### src/rtl/fifo_pkg.sv
`default_nettype none
// ============================================================================
//  Module      : fifo_pkg
//  Description : Shared state encoding and lane-keep helper for the packer.
//  Revision    : 1.0 - initial release
// ============================================================================
package fifo_pkg;

    typedef enum logic [1:0] {
        ST_IDLE = 2'd0,
        ST_FILL = 2'd1,
        ST_SEND = 2'd2
    } pack_state_e;

    // Keep bit for one lane: lanes below the fill count are valid, which
    // yields the thermometer mask (1<<count)-1 when applied across all lanes.
    function automatic logic keep_mask(input int count, input int lane);
        return (lane < count);
    endfunction

endpackage
`default_nettype wire

### src/rtl/timeout_cnt.sv
`default_nettype none
// ============================================================================
//  Module      : timeout_cnt
//  Description : Saturating 8-bit idle timer with terminal-count flag.
//  Revision    : 1.0 - initial release
// ============================================================================
module timeout_cnt #(
    parameter int TIMEOUT = 16
) (
    input  logic clk,
    input  logic rst,
    input  logic clear,
    input  logic enable,
    output logic tc
);

    localparam logic [7:0] c_TERM = 8'(TIMEOUT - 1);

    logic [7:0] r_cnt;

    always_ff @(posedge clk) begin
        if (rst || clear) begin
            r_cnt <= 8'd0;
        end else if (enable && (r_cnt != 8'hFF)) begin
            r_cnt <= r_cnt + 8'd1;
        end
    end

    assign tc = (r_cnt == c_TERM);

endmodule
`default_nettype wire

### src/rtl/fifo_pack_c.sv
`default_nettype none
// ============================================================================
//  Module      : fifo_pack_c
//  Description : Packs RATIO narrow upstream-FIFO words into one wide word.
//  Revision    : 1.0 - initial release
// ============================================================================
module fifo_pack_c
    import fifo_pkg::*;
#(
    parameter int IN_WIDTH = 32,
    parameter int RATIO    = 4,
    parameter int TIMEOUT  = 16
) (
    input  logic                      clk,
    input  logic                      rst,
    input  logic                      in_empty,
    input  logic [IN_WIDTH-1:0]       in_data,
    output logic                      in_rd_en,
    input  logic                      flush,
    output logic                      out_valid,
    input  logic                      out_ready,
    output logic [IN_WIDTH*RATIO-1:0] out_data,
    output logic [RATIO-1:0]          out_keep
);

    localparam int                 c_LANE_W = $clog2(RATIO);
    localparam int                 c_CNT_W  = c_LANE_W + 1;
    localparam int                 c_OUT_W  = IN_WIDTH * RATIO;
    localparam logic [c_CNT_W-1:0] c_FULL   = c_CNT_W'(RATIO);

    pack_state_e          r_state;
    pack_state_e          w_state_nxt;
    logic [c_OUT_W-1:0]   r_data;
    logic [c_CNT_W-1:0]   r_count;
    logic [RATIO-1:0]     w_keep;
    logic                 w_avail;
    logic                 w_rd_en;
    logic                 w_load_first;
    logic                 w_load_next;
    logic                 w_clear;
    logic                 w_tc;

    timeout_cnt #(
        .TIMEOUT (TIMEOUT)
    ) u_timer (
        .clk    (clk),
        .rst    (rst),
        .clear  ((r_state != ST_FILL) || w_load_next),
        .enable (r_state == ST_FILL),
        .tc     (w_tc)
    );

    always_ff @(posedge clk) begin
        if (rst) begin
            r_state <= ST_IDLE;
        end else begin
            r_state <= w_state_nxt;
        end
    end

    // Pop decision depends only on state, in_empty and out_ready so the
    // upstream FIFO never sees a path from in_data or flush.
    always_comb begin
        w_avail      = !in_empty && !rst;
        w_rd_en      = 1'b0;
        w_load_first = 1'b0;
        w_load_next  = 1'b0;
        w_clear      = 1'b0;
        w_state_nxt  = r_state;
        case (r_state)
            ST_IDLE: begin
                w_rd_en = w_avail;
                if (w_avail) begin
                    w_load_first = 1'b1;
                    w_state_nxt  = (RATIO == 1) ? ST_SEND : ST_FILL;
                end
            end
            ST_FILL: begin
                w_rd_en     = w_avail;
                w_load_next = w_avail;
                if ((w_avail && ((r_count + c_CNT_W'(1)) == c_FULL)) ||
                    flush || (!w_avail && w_tc)) begin
                    w_state_nxt = ST_SEND;
                end
            end
            ST_SEND: begin
                if (out_ready) begin
                    w_rd_en = w_avail;
                    if (w_avail) begin
                        w_load_first = 1'b1;
                        w_state_nxt  = ST_FILL;
                    end else begin
                        w_clear     = 1'b1;
                        w_state_nxt = ST_IDLE;
                    end
                end
            end
            default: begin
                w_state_nxt = ST_IDLE;
            end
        endcase
    end

    // Starting a new word zero-fills the upper lanes so unfilled lanes read 0.
    always_ff @(posedge clk) begin
        if (rst) begin
            r_data  <= '0;
            r_count <= '0;
        end else if (w_load_first) begin
            r_data  <= c_OUT_W'(in_data);
            r_count <= c_CNT_W'(1);
        end else if (w_load_next) begin
            for (int i = 0; i < RATIO; i++) begin
                if (r_count == c_CNT_W'(i)) begin
                    r_data[i*IN_WIDTH +: IN_WIDTH] <= in_data;
                end
            end
            r_count <= r_count + c_CNT_W'(1);
        end else if (w_clear) begin
            r_data  <= '0;
            r_count <= '0;
        end
    end

    always_comb begin
        w_keep = '0;
        for (int i = 0; i < RATIO; i++) begin
            w_keep[i] = keep_mask(int'(r_count), i);
        end
    end

    assign in_rd_en  = w_rd_en;
    assign out_valid = (r_state == ST_SEND);
    assign out_data  = r_data;
    assign out_keep  = w_keep;

endmodule
`default_nettype wire

### config.mk
export PLATFORM = sky130hd
export DESIGN_NAME = fifo_pack_c
export DESIGN_NICKNAME = d
export VERILOG_FILES = /design/src/rtl/fifo_pkg.sv /design/src/rtl/timeout_cnt.sv /design/src/rtl/fifo_pack_c.sv
export SDC_FILE = /design/constraint.sdc
export NUM_CORES = 1
export LEC_CHECK = 0
export ABC_CLOCK_PERIOD_IN_PS = 2400
export CORE_UTILIZATION = 48
export CTS_BUF_LIST = sky130_fd_sc_hd__clkbuf_16
export CTS_CLUSTER_SIZE = 20
export DETAILED_ROUTE_END_ITERATION = 12
export PLACE_DENSITY_LB_ADDON = 0.3
export SETUP_SLACK_MARGIN = 0.5
export SYNTH_ARGS = -nofsm -noshare
export SYNTH_HDL_FRONTEND = slang
export SYNTH_HIERARCHICAL = 1
export SYNTH_SLANG_ARGS = --single-unit
### constraint.sdc
create_clock -name clk -period 2.4 [get_ports clk]
set_input_delay 0.24 -clock clk [delete_from_list [all_inputs] [get_ports clk]]
set_output_delay 0.24 -clock clk [all_outputs]
set_load 0.1 [all_outputs]
Yosys cells after proc, flatten, opt, wreduce, memory -nomap -nowiden
Cells that the tools add are included.
{"block": "classes", "n_addsub": 2, "n_lt_le_gt_ge": 4, "n_eq_ne": 16, "mux": 24, "reduce_logical": 22}
{"cell": "$mux 128", "count": 2}
{"cell": "$mux 32", "count": 5}
{"cell": "$ne 2x1->1 const B", "count": 5}
{"cell": "$mux 1", "count": 9}
{"cell": "$add 8x1->8 const B", "count": 1}
{"cell": "$eq 8x4->1 const B", "count": 1}
{"cell": "$ne 8x8->1 const B", "count": 1}
{"cell": "$reduce_and 2->1", "count": 4}
{"cell": "$eq 3x2->1 const B", "count": 2}
{"cell": "$lt 1x3->1 const A", "count": 2}
{"cell": "$lt 2x3->1 const A", "count": 2}
{"cell": "$mux 2", "count": 3}
{"cell": "$mux 3", "count": 2}
{"cell": "$pmux 2 s3", "count": 1}
{"cell": "$logic_and 1x1->1", "count": 4}
{"cell": "$logic_or 1x1->1", "count": 4}
{"cell": "$ne 2x2->1 const B", "count": 2}
{"cell": "$pmux 1 s2", "count": 2}
{"cell": "$reduce_or 2->1", "count": 2}
{"cell": "$add 3x1->3 const B", "count": 1}
{"cell": "$eq 3x1->1 const B", "count": 1}
{"cell": "$eq 3x3->1 const B", "count": 1}
{"cell": "$logic_not 1->1", "count": 3}
{"cell": "$logic_not 3->1", "count": 1}
{"cell": "7 further kinds", "count": 7}
{"block": "word_totals", "reg_bits": 141, "inputBits": 37, "output_inout_bits": 134, "word_cells": 76}

Depth between registers and ports, before layout
Gate-level depths: netlist of run 1.
{"block": "logic_depth", "ltp_word": 8, "mapped_depth": 7, "ltp_nobuf": 6}

Hierarchy
The synthesis of run 1 kept the hierarchy.
{"module": "fifo_pack_c", "n_inst": 1, "cells_each": 572, "area_per_inst_um2": 5545.3, "seq_area_each_um2": 2662.6}
{"module": "timeout_cnt", "n_inst": 1, "cells_each": 48, "area_per_inst_um2": 434.2, "seq_area_each_um2": 160.2}

Worst setup path after synthesis of run 1
No wires, ideal clock.
{"block": "synth_timing", "kind": "input to output", "startpoint": "in in_empty", "endpoint": "out in_rd_en", "t_arrival_ns": 2.236, "path_slack_ns": -0.076, "path_stages": 4, "path_cell_list": "buf_6 > or2_2 > clkbuf_1 > a21oi_1"}
{"block": "synth_via", "elab_chain_cells": 4}
{"element": "start: declaration", "line_no": "fifo_pack_c.sv:16", "text": "input logic in_empty,"}
{"element": "$logic_not 1->1 (*)", "line_no": "fifo_pack_c.sv:64", "text": "w_avail = !in_empty && !rst;"}
{"element": "$logic_and 1x1->1 (*)", "line_no": "fifo_pack_c.sv:64"}
{"element": "$mux 1", "line_no": "fifo_pack_c.sv:87", "text": "if (out_ready) begin"}
{"element": "$pmux 1 s2 (*)", "line_no": "fifo_pack_c.sv:70", "text": "case (r_state)"}
{"element": "end: declaration", "line_no": "fifo_pack_c.sv:18", "text": "output logic in_rd_en,"}
Mark *: on every way between the ends. The rest lies on a longest branch, timed or not.

Worst setup path after layout of run 1
Same ends and word-level chain as after synthesis.

==> results of run 1 <==
[timing repair]
action / 4_1_cts / 5_1_grt
resized for setup: 1 / 1
endpoints found under the setup margin: 41 / 2
setup buffers: 0 / 3
[final timing paths]
check / depth (start not counted) / slack (ns) / endpoint / from
setup / recovery: 5 / 0.54 / in_rd_en / in_empty
hold / removal: 3 / 0.34 / u_timer/r_cnt[3] / rst
setup reg to reg: 4 / 0.56 / out_data[37] / r_state[0]
hold reg to reg: 2 / 0.48 / out_data[24] / out_data[24]
[stage by stage]
step                      instances  total power, mW
after floorplan                 620            3.167
after global placement          913            3.416
after detailed placement        913            3.428
after CTS                       945            5.918
after global routing            948            6.067
final                           948            5.900
[cells by family (layout without fill, tap and decap cells)]
group                      count (synthesis)  in the layout  synth area share
AOI/OAI and AO/OA                        157            157            0.2109
xor gates and xnor gates                   1              1          0.001465
adders and majority gates                  5              5           0.01046
buffers and inverters                    134            294           0.09458
DFF                                      141            141            0.4721
muxes                                     67             67            0.1122
and+or+nand+nor                          115            115           0.09835
[routing by layer]
| layer | global-route usage | share of wire | vias up |
|---|---|---|---|
| met5 | 0 | 0 | - |
| met4 | 0.08421 | 0.012 | 0 |
| met3 | 0.05420 | 0.064 | 16 |
| met2 | 0.4276 | 0.47 | 226 |
| met1 | 0.3605 | 0.46 | 2571 |
| li1 | - | - | 2551 |
[where the power goes]
group          internal (mW)  switching [mW]
Clock                   1.59           0.918
Sequential              2.40          0.0398
Combinational          0.234           0.715
[tightest hold or removal path: stages]
cell	delay, ns
buf_2	0.11
buf_4	0.28
a2111oi_2	0.06
[cells in the mapped netlist, drive strengths merged (2+ instances only)]
| master | n | area (sq um) |
|---|---|---|
| a211oi | 2 | 20.02 |
| a21oi | 6 | 30.03 |
| a31o | 33 | 289.0 |
| a31oi | 2 | 12.51 |
| and3 | 2 | 12.51 |
| and4 | 2 | 20.02 |
| buf | 20 | 137.6 |
| clkbuf | 44 | 165.2 |
| dfxtp | 141 | 2823 |
| ha | 5 | 62.56 |
| inv | 70 | 262.8 |
| mux2i | 67 | 670.6 |
| nand2 | 43 | 161.4 |
| nand2b | 3 | 18.77 |
| nand3 | 4 | 20.02 |
| nand4 | 4 | 25.02 |
| nor2 | 4 | 15.01 |
| nor2b | 4 | 25.02 |
| nor3 | 33 | 165.2 |
| nor3b | 2 | 15.01 |
| nor4 | 2 | 12.51 |
| o211ai | 65 | 488.0 |
| o21ai | 5 | 25.02 |
| o32ai | 32 | 280.3 |
| or2 | 3 | 18.77 |
| or3 | 2 | 13.77 |
[cell usage in the layout (no fill, tap or decap), drive strengths merged, types with 4 or more instances in the layout]
master	count
a21oi	6
a31o	33
buf	157
clkbuf	17
clkdlybuf4s50	35
clkinv	7
dfxtp	141
ha	5
inv	75
mux2i	67
nand2	43
nand3	4
nand4	4
nor2	4
nor2b	4
nor3	33
o211ai	65
o21ai	5
o32ai	32
[layout make-up]
type                    count  area, sq um  share of cell area
flip-flops and latches    141         2824              0.3501
multi-input cells         345         2640              0.3273
repair buffers            192         1564              0.1939
clock buffers              17        425.4             0.05274
inverters                  70        262.8             0.03257
well taps                 168        210.2             0.02606
clock inverters            15        140.1             0.01737
[registers in the layout, indices dropped and copies added (netlist names)]
register / count
out_data: 128
u_timer/r_cnt: 8
r_count: 3
r_state: 2
==> summary.txt, run 1 <==
Timing
  • Final period util: 0.7743
  • TNS Setup: 0 ns
  • Slew @ Worst Pin: 0.7174 ns
  • Tmin final: 1.858 ns
  • Hold_ws: 0.3403 ns
  • Worst clock skew: 0.006273 ns
  • RSZ-0062 raised after global routing: no
  • Worst setup margin: 0.5417 ns
  • Fin. Hold Viols: 0
  • Max Slew Vio Count: 0
  • Worst rel slew slack: 0.5218
  • Setup-failing EPs final: 0
  • F_max: 0.5381 GHz

Worst setup path
  • Crit path cell chain: clkdlybuf4s50_1 > buf_4 > or2_2 > a21oi_2 > buf_12
  • WS Path Type: primary input to primary output
  • CP max FO: 9
  • Critical Path AT: 1.62 ns
  • Worst stage delay on the critical path: 0.43 ns
  • CP Capture Type: primary output
  • Crit path max-delay cell type: clkdlybuf4s50_1
  • CP Buf/Inv Count: 3
  • WP data required: 2.16 ns
  • CP delay by family, top: buffers and inverters
  • Worst setup SP type: primary input

Place
  • Placed instance area: 7475 sq um
  • Hpwl dp: 12,110 um
  • PortBufs: 170
  • Routability cong.: 0.8895
  • Post-Place Worst Slack: 0.3036 ns

Logic synthesis
  • Post-synthesis area per instance: 9.644 sq um
  • Synthesized flop and latch total: 141
  • Number of synthesized flops with an enable pin: 0
  • Netlist cell types: 54
  • Syn Nets: 662
  • Prevailing post-synth register cell: dfxtp_1
  • Cells after synthesis: 620
  • Ys async rst share: 0
  • Netlist Area Pre-Place: 5979 sq um
  • YS warnings: 6
  • Sequential share of the synthesized area: 0.4721

Clock network
  • Clk Latency, worst-skew pair: 0.41 ns
  • Maximum clock path buffer count: 2
  • CTS tree: yes
  • Clock Sinks: 141
  • CTS root buffer: clkbuf_16
  • CTS clk-pin slew, worst paths: 0.05 ns
  • Cts hold-fix bufs: 0
  • CTS H-tree lvls: 4
  • Total CTS buffers: 17

Detailed routing
  • Via Count: 5,364
  • Final ANT Viol Nets: 0
  • Drt wl/cell: 18.08 um
  • DRT Wirelength: 17,140 um
  • Drt drc: 0
  • DR iter-0 viols: 495
  • Vias per cell: 5.658
  • Drt pass-1 iters: 5

Hold path
  • HP Class: primary input to flop

Floorplan
  • Cell row count: 40
  • Starting Density: 0.4957
  • I/O pin count: 171
  • Core Area: 12,060 sq um
  • Die H: 113.6 um
  • Die X: 113.6 um
  • DIE AREA: 12,910 sq um

Cells and area
  • Area Growth Syn to Fin: 34.90%
  • Cell area after layout: 8066 sq um
  • Layout cells sized above 1: 0.2987
  • Antenna cells: 0
  • Fillers: 987
  • Nets: 809
  • Util after Layout: 0.6688

Power
  • Peak supply drop: 0.4598 mV
  • Pwr Density: 731.5 nW/um^2
  • P_leak: 3.710 nW

Run status
  • Status: complete, no violations

Global route
  • Antenna violations before repair: 0
  • Vias in the first global route: 5,000
  • GRT Total Usage: 0.2666
  • GRT Residual Overflow: 0
  • Global-route wire length before repair: 26,770 um
  • Largest net degree at the start of global routing: 67

Job
  • Max capacitance violation total: 0
(Power assumes the default switching activity.)
==> run 2: changes to the inputs <==
- ABC_CLOCK_PERIOD_IN_PS: 2400 -> 1700
- CORE_UTILIZATION: 48 -> 43
- clock period: 2.4 -> 1.7 ns (I/O delays scaled with it)
==> summary.txt, run 2 (synthesized netlist as in run 1, its figures left out) <==
Timing
  • Tmin final: 1.710 ns
  • Slew @ Worst Pin: 0.4979 ns (-0.2195 ns)
  • Worst rel slew slack: 0.6681 (+0.1463)
  • Fin. Hold Viols: 0 (unchanged)
  • TNS Setup: -0.01670 ns (-0.01670 ns)
  • F_max: 0.5848 GHz
  • Worst setup margin: -0.009854 ns (-0.5515 ns)
  • RSZ-0062 raised after global routing: yes
  • Setup-failing EPs final: 2 (+2)
  • Hold_ws: 0.2247 ns (-0.1156 ns)
  • Worst clock skew: 0.006182 ns (-0.00009117 ns)
  • Max Slew Vio Count: 0 (unchanged)
  • Final period util: 1.006

Global route
  • Vias in the first global route: 5,182 (+3.6%)
  • Largest net degree at the start of global routing: 67 (unchanged)
  • GRT Total Usage: 0.2464 (-0.02016)
  • GRT Residual Overflow: 0 (unchanged)
  • Global-route wire length before repair: 27,570 um (+3.0%)
  • Antenna violations before repair: 0 (unchanged)

Floorplan
  • Die X: 119.9 um (+5.6%)
  • I/O pin count: 171 (unchanged)
  • DIE AREA: 14,380 sq um (+11%)
  • Core Area: 13,400 sq um (+11%)
  • Die H: 119.9 um (+5.6%)
  • Cell row count: 42 (+5.0%)
  • Starting Density: 0.4462 (-0.04953)

Detailed routing
  • Final ANT Viol Nets: 0 (unchanged)
  • Drt pass-1 iters: 5 (unchanged)
  • Via Count: 5,775 (+7.7%)
  • DRT Wirelength: 21,230 um (+24%)
  • Vias per cell: 5.792 (+2.4%)
  • DR iter-0 viols: 350 (-29%)
  • Drt drc: 0 (unchanged)
  • Drt wl/cell: 21.29 um (+18%)

Worst setup path
  • CP delay by family, top: simple AND/OR/NAND/NOR gates
  • R2R cell count: 4 (unchanged)
  • WS Path Type: flop to flop
  • Worst setup SP type: flop
  • Crit path max-delay cell type: or4b_4
  • CP Buf/Inv Count: 1 (-2)
  • CP max FO: 33 (+24)
  • Worst stage delay on the critical path: 0.52 ns (+0.09 ns)
  • Critical Path AT: 2.07 ns (+0.45 ns)
  • R2r setup slk: -0.01 ns (-0.57 ns)
  • WP data required: 2.06 ns (-0.10 ns)
  • Reg2reg start: r_state[1]
  • RR Endpoint: out_data[35]
  • CP Capture Type: flop
  • Crit path depth: 4 (-1)
  • Crit path cell chain: or4b_4 > buf_4 > nor3_1 > a31o_2

Cells and area
  • Max FFs per register: 128 (unchanged)
  • Most common cell after layout, fill and taps aside: dfxtp_1
  • Commonest non-fill, non-tap cells in the layout: 98 x dfxtp_1, 70 x inv_1, 70 x buf_12
  • Area Growth Syn to Fin: 71.10%
  • Antenna cells: 0 (unchanged)
  • Cell area after layout: 10,230 sq um (+27%)
  • Layout cells sized above 1: 0.4458 (+0.1471)
  • Nets: 851 (+5.2%)
  • Fillers: 838 (-15%)

Clock network
  • CTS root buffer: clkbuf_16
  • Clock Sinks: 141 (unchanged)
  • CTS H-tree lvls: 4 (unchanged)
  • Clk Latency, worst-skew pair: 0.42 ns (about the same)
  • CTS tree: yes
  • CTS clk-pin slew, worst paths: 0.06 ns (about the same)
  • Total CTS buffers: 17 (unchanged)
  • Maximum clock path buffer count: 2 (unchanged)
  • Cts hold-fix bufs: 0 (unchanged)

Place
  • Hpwl dp: 12,810 um (+5.8%)
  • PortBufs: 170 (unchanged)
  • Placed instance area: 7904 sq um (+5.7%)
  • Routability cong.: 0.9230 (+3.8%)

Power
  • Peak supply drop: 0.7411 mV (+61%)
  • P_leak: 4.368 nW (+18%)
  • Pwr Density: 861.7 nW/um^2 (+18%)

Hold path
  • Hold Path Stages: 3 (unchanged)
  • End of the worst hold path: r_state[0]
  • Worst min-delay path startpoint: rst
  • HP Class: primary input to flop

Job
  • Max capacitance violation total: 0 (unchanged)

Run status
  • Failing checks: setup timing
  • Status: complete, but fails checks
## run 2: changes by cell type in the layout (fill, tap and decap cells not counted), sizes merged
cell,delta
buf,+35
dlygate4sd2,+1
clkinv,-1
clkdlybuf4s50,-1
clkinvlp,+2
inv,-2
clkbuf,+7
## run 2: layer usage
metal / track usage / share of wire / up-vias
met3: 0.06036 / 0.069 / 55
met5: 0 / 0 / -
met4: 0.1047 / 0.030 / 0
li1: - / - / 2628
met2: 0.3955 / 0.51 / 282
met1: 0.3135 / 0.39 / 2810
## run 2: worst max-delay path by stage
stage | startpoint | endpoint | slack [ns]
after floorplan | r_state[1] | out_data[32] | -0.03
after global placement | in_empty | out_data[40] | -0.27
after detailed placement | in_empty | out_data[71] | -0.29
after CTS | r_state[1] | out_data[62] | 0.05
after global routing | r_state[1] | out_data[35] | -0.04
final | r_state[1] | out_data[35] | -0.01
## run 2: stage by stage
stage / util / cells / worst slack [ns] / power [mW]
final: 0.7635 / 997 / -0.009854 / 8.816
after global routing: 0.7635 / 997 / -0.04017 / 9.041
after CTS: 0.6374 / 972 / 0.05018 / 8.482
after detailed placement: 0.5898 / 937 / -0.2908 / 4.914
after global placement: 0.5898 / 937 / -0.2723 / 4.902
after floorplan: - / 620 / -0.02930 / 4.521
## run 2: final cells by class
cell class	count	area, sq um	share of cell area
Timing Repair Buffer	234	3271	0.3197
Multi-Input combinational cell	345	3027	0.2958
Sequential cell	141	2882	0.2816
Clock buffer	17	425.4	0.04158
Inverter	70	269.0	0.02629
Tap cell	176	220.2	0.02152
Clock inverter	14	137.6	0.01345
## run 2: worst reg2reg max path: stages, from the launching register on
cell and delay (ns):
dfxtp_2 0.36, or4b_4 0.52, buf_4 0.27, nor3_1 0.35, a31o_2 0.16
## run 2: power breakdown
group / switching (mW) / internal [mW]
combinational: 1.13 / 0.612
clock: 1.35 / 2.25
sequential: 0.0848 / 3.39
## run 2: timing repair
action                                  CTS  global route
pin swaps                                 2            16
buffers inserted                          4            16
hold endpoints to repair                  0             0
cloned                                    0             9
endpoints found under the setup margin  269           270
resized for setup                        10           349
==> run 3: changes to the inputs <==
- SLEW_MARGIN: default -> 10
==> results of run 3 <==
The final DEF is identical to that of run 2; final timing and power are the same.
